`src/rtl/disp_scan_arbiter.sv`:
```
// disp_scan_arbiter: two-client round-robin owner of a scanned 8-digit seven-segment display
module disp_scan_arbiter #(
    parameter int SCAN_DIV    = 16,
    parameter int HOLD_FRAMES = 4
) (
    input  logic        clk,
    input  logic        rst,
    input  logic        req0,
    input  logic        req1,
    input  logic [63:0] seg_data0,
    input  logic [63:0] seg_data1,
    output logic [1:0]  gnt,
    output logic [7:0]  digit,
    output logic [7:0]  seg,
    output logic        frame_tick
);
    localparam int PW = (SCAN_DIV > 1) ? $clog2(SCAN_DIV) : 1;
    localparam int HW = $clog2(HOLD_FRAMES + 1);
    typedef enum logic [1:0] {IDLE, OWN0, OWN1} state_t;
    state_t        state_q, state_d, nxt_idle, nxt_own0, nxt_own1;
    logic [PW-1:0] pre_q, pre_d;
    logic [2:0]    idx_q, idx_d, idx_n;
    logic [HW-1:0] hold_q, hold_d;
    logic          rr_q, rr_d, tick_q, tick_d, slot, boundary, expired;
    logic [7:0]    digit_q, digit_d, seg_q, seg_d;
    logic [63:0]   src;
    // next-state: scan position, ownership decided only at frame boundaries, registered display drive
    always_comb begin
        slot     = pre_q == PW'(SCAN_DIV - 1);
        boundary = slot && idx_q == 3'd7;
        idx_n    = idx_q + 3'd1;
        expired  = hold_q >= HW'(HOLD_FRAMES - 1);
        nxt_idle = (req0 && req1) ? (rr_q ? OWN1 : OWN0) : req0 ? OWN0 : req1 ? OWN1 : IDLE;
        nxt_own0 = !req0 ? (req1 ? OWN1 : IDLE) : (expired && req1) ? OWN1 : OWN0;
        nxt_own1 = !req1 ? (req0 ? OWN0 : IDLE) : (expired && req0) ? OWN0 : OWN1;
        state_d  = !boundary ? state_q : state_q == OWN0 ? nxt_own0 : state_q == OWN1 ? nxt_own1 : nxt_idle;
        hold_d   = !boundary ? hold_q : (state_d != state_q || state_d == IDLE) ? '0 :
                   hold_q == HW'(HOLD_FRAMES) ? hold_q : hold_q + HW'(1);
        rr_d     = (boundary && state_d != state_q && state_d != IDLE) ? (state_d == OWN0) : rr_q;
        pre_d    = slot ? '0 : pre_q + PW'(1);
        idx_d    = slot ? idx_n : idx_q;
        src      = state_d == OWN1 ? seg_data1 : seg_data0;
        digit_d  = !slot ? digit_q : state_d == IDLE ? 8'hFF : ~(8'b1 << idx_n);
        seg_d    = !slot ? seg_q : state_d == IDLE ? 8'hFF : src[{idx_n, 3'b000} +: 8];
        tick_d   = boundary;
    end
    // state registers; reset aborts any scan in progress
    always_ff @(posedge clk) begin
        if (rst) begin
            state_q <= IDLE;
            pre_q   <= '0;
            idx_q   <= '0;
            hold_q  <= '0;
            rr_q    <= 1'b0;
            digit_q <= 8'hFF;
            seg_q   <= 8'hFF;
            tick_q  <= 1'b0;
        end else begin
            state_q <= state_d;
            pre_q   <= pre_d;
            idx_q   <= idx_d;
            hold_q  <= hold_d;
            rr_q    <= rr_d;
            digit_q <= digit_d;
            seg_q   <= seg_d;
            tick_q  <= tick_d;
        end
    end
    assign gnt        = {state_q == OWN1, state_q == OWN0};
    assign digit      = digit_q;
    assign seg        = seg_q;
    assign frame_tick = tick_q;
endmodule
```
`config.mk`:
```
export PLATFORM = sky130hd
export DESIGN_NAME = disp_scan_arbiter
export DESIGN_NICKNAME = d
export VERILOG_FILES = /design/src/rtl/disp_scan_arbiter.sv
export SDC_FILE = /design/constraint.sdc
export NUM_CORES = 1
export LEC_CHECK = 0
export CAP_MARGIN = 20
export CORE_MARGIN = 2
export CORE_UTILIZATION = 40
export CTS_BUF_LIST = sky130_fd_sc_hd__clkbuf_8
export CTS_CLUSTER_DIAMETER = 50
export DETAILED_ROUTE_END_ITERATION = 7
export PLACE_DENSITY = 0.86
export SETUP_SLACK_MARGIN = 0.05
export SYNTH_ARGS = -nofsm -noshare
export SYNTH_HDL_FRONTEND = slang
export SYNTH_SLANG_ARGS = --single-unit
export TNS_END_PERCENT = 1
```
`constraint.sdc`:
```
create_clock -name clk -period 4.53 [get_ports clk]
set_clock_uncertainty 0.2 [all_clocks]
set_input_delay 0.6795 -clock clk [delete_from_list [all_inputs] [get_ports clk]]
set_output_delay 0.6795 -clock clk [all_outputs]
set_load 0.02 [all_outputs]
```
==> out/results.ini <==
[synthesis]
syn_area_per_cell_um2=8.98
ys_ff_latch=30
post_synth_num_cell_types=47
ys_seq_area_share_pct=24.4
async_flop_share_pct=0
synth_edf_count=0
synth_cells=274
synth_area_um2=2460
synth_warnings=0
synth_top_flop_cell=dfxtp_1
synth_nets=416

[sta]
tightestPinTransition_ns=0.922
min_period_ns=3.44
slew_headroom_pct=38.4
fin_crit_sh_pct=75.9
hold_viol_final=0
fmax_mhz=291
rsz0062_at_grt=no
tns_ns=0
slew_violations=0
setup_viol=0

[route]
drt_iter0_markers=111
drc_errors=0
via_per_inst=5.59
wl_per_cell_um=17.0
first_pass_iters=4
via_count=2729
wirelength_um=8300
ant_nets=0

[job]
max-cap-violations=0

[cts]
path_clk_slew_ns=0.07
clock-sinks=30
hold_buffers=0
clockRootBuffer=clkbuf_8
clock_latency_ns=0.28
cts-resized-gates=0
post_cts_buffers=0
cts_buffer_depth=2
htreeDepth=2
numCtsBuffers=5
cts_tree=built

[min_path]
holdPathStages=1
hold_path.class=reg -> reg
holdPathEnd=pre_q[0]$_SDFF_PP0_
hp-start=pre_q[0]$_SDFF_PP0_

[setup_path]
crit_required_ns=4.46
r2r_cells=11
r2r-start=hold_q[0]$_SDFFE_PP0P_
cp.arrival_ns=3.37
crit_path_max_fanout=46
r2r-end=seg[5]$_SDFFE_PP1P_
end_kind=flip-flop
crit_type=in -> reg
start_kind=input port
r2r_slack_ns=1.14

[placement]
routabilityCongestion=0.882
place_hpwl_um=6650
port_buffers=150

[power]
p_per_area_nw_per_um2=168
power.static_leakage_nw=1.72
irDropWorstVdd_v=0.000139
p_total_mw=0.686

[floorplan]
die_x_um=82.4
die-area_um2=6790
coreArea_um2=5920
num_rows=28
initial_core_util_pct=41.5
io_pins=151
die_height_um=82.4

[grt]
grt_pass1_wl_um=12100
antenna_found_initial=0
first_global_vias=2603
track_usage_pct=23.4
gr-total-overflow=0
grt_max_degree=47

[layout]
final_nets=554
area_delta_synth_final_pct=66.0
drive_gt1_share_pct=8.23
diodes=0

[run_status]
status=finished, final reports clean

[report_power, final]
group / total [mW] / internal, mW / switching (mW)
sequential: 0.268 / 0.266 / 0.00172
combinational: 0.152 / 0.118 / 0.0343
clock: 0.266 / 0.162 / 0.104
[state kept, by name (all words and copies together), names as in the netlist]
name	cells
idx_q	3
digit	8
hold_q	3
rr_q	1
frame_tick	1
pre_q	4
seg	8
state_q	2
[worst max-delay path by stage]
| stage | slack (ns) | endpoint | start | depth (start not counted) |
|---|---|---|---|---|
| after global placement | 0.90 | seg[5]$_SDFFE_PP1P_ | req0 | 10 |
| after CTS | 1.12 | seg[5]$_SDFFE_PP1P_ | req0 | 10 |
| after detailed placement | 0.81 | seg[5]$_SDFFE_PP1P_ | req0 | 10 |
| after global routing | 0.95 | seg[5]$_SDFFE_PP1P_ | req0 | 10 |
| after floorplan | 1.48 | seg[4]$_SDFFE_PP1P_ | idx_q[0]$_SDFFE_PP0P_ | 10 |
| final | 1.09 | seg[5]$_SDFFE_PP1P_ | req0 | 10 |
[cells by family (layout without fill, tap and decap cells)]
logic type                 count (synthesis)  count (layout)  share of synthesized area (%)
muxes                                     56              56                           29.2
DFF                                       30              30                           24.4
AOI/OAI and AO/OA                         57              57                           16.9
and+or+nand+nor                           87              87                           17.4
xor gates and xnor gates                   3               3                           1.07
adders and majority gates                 10              10                           5.09
buffers and inverters                     31             170                           5.90
[cell usage in the layout, fill, tap and decap left out, types with 3 or more instances in the layout]
cell type,synthesis,final
nor2_1,27,27
clkdlybuf4s50_1,0,150
mux4_2,12,12
o2111ai_1,6,6
nand3b_1,3,3
clkbuf_8,0,5
inv_1,10,10
nand2b_1,5,5
o21ai_1,7,7
mux2i_1,37,37
nor3_1,7,7
nand2_1,11,11
a21oi_1,13,13
a31oi_1,6,6
mux2_2,7,7
ha_1,10,10
a32oi_1,6,6
nand3_1,22,22
dfxtp_1,30,30
[synthesized netlist by cell type (all sizes together), types with 3 or more instances]
library cell  number  area, um^2
a211oi             3        27.5
a21oi             13        65.1
a31oi              6        37.5
a32oi              6        52.6
buf               10        66.3
clkbuf            11        41.3
dfxtp             30         601
ha                10         125
inv               10        37.5
mux2               7        78.8
mux2i             37         370
mux4              12         270
nand2             11        41.3
nand2b             5        31.3
nand3             22         110
nand3b             3        22.5
nor2              27         101
nor3               9        55.1
o2111ai            6        52.6
o21ai              9        45.0
[per-stage QoR]
stage / cell area, um^2 / utilization [%] / hold WS, ns / instances / setup WS (ns)
2_1_floorplan: 2460 / - / 0.218 / 274 / 1.48
3_3_place_gp: 3980 / 67.1 / 0.233 / 480 / 0.904
3_5_place_dp: 3980 / 67.1 / 0.251 / 480 / 0.811
4_1_cts: 4080 / 69.0 / 0.267 / 488 / 1.12
5_1_grt: 4080 / 69.0 / 0.290 / 488 / 0.953
6_report: 4080 / 69.0 / 0.262 / 488 / 1.09
[cell type report]
type / instances / area, um^2
fillers: 483 / 1840
multi-input cells: 213 / 1710
repair buffers: 152 / 1530
flip-flops and latches: 30 / 601
well taps: 75 / 93.8
clock buffers: 5 / 68.8
clock inverters: 3 / 40.0
inverters: 10 / 37.5
[metal layers]
layer	GRT usage (%)	part of all wire, %
met1	28.8	40
met5	0	0
met4	8.50	2.4
met2	40.6	51
met3	4.02	5.9
[worst max-delay path, cell delays in order]
cell	delay (ns)
clkdlybuf4s50_1	0.67
nand3b_1	0.12
o221a_1	0.25
o22a_1	0.23
o211ai_4	0.38
buf_12	0.32
mux4_2	0.34
nand3b_1	0.16
o221ai_1	0.10
a21oi_1	0.07
No activity file was read; power rests on OpenSTA's default activity.
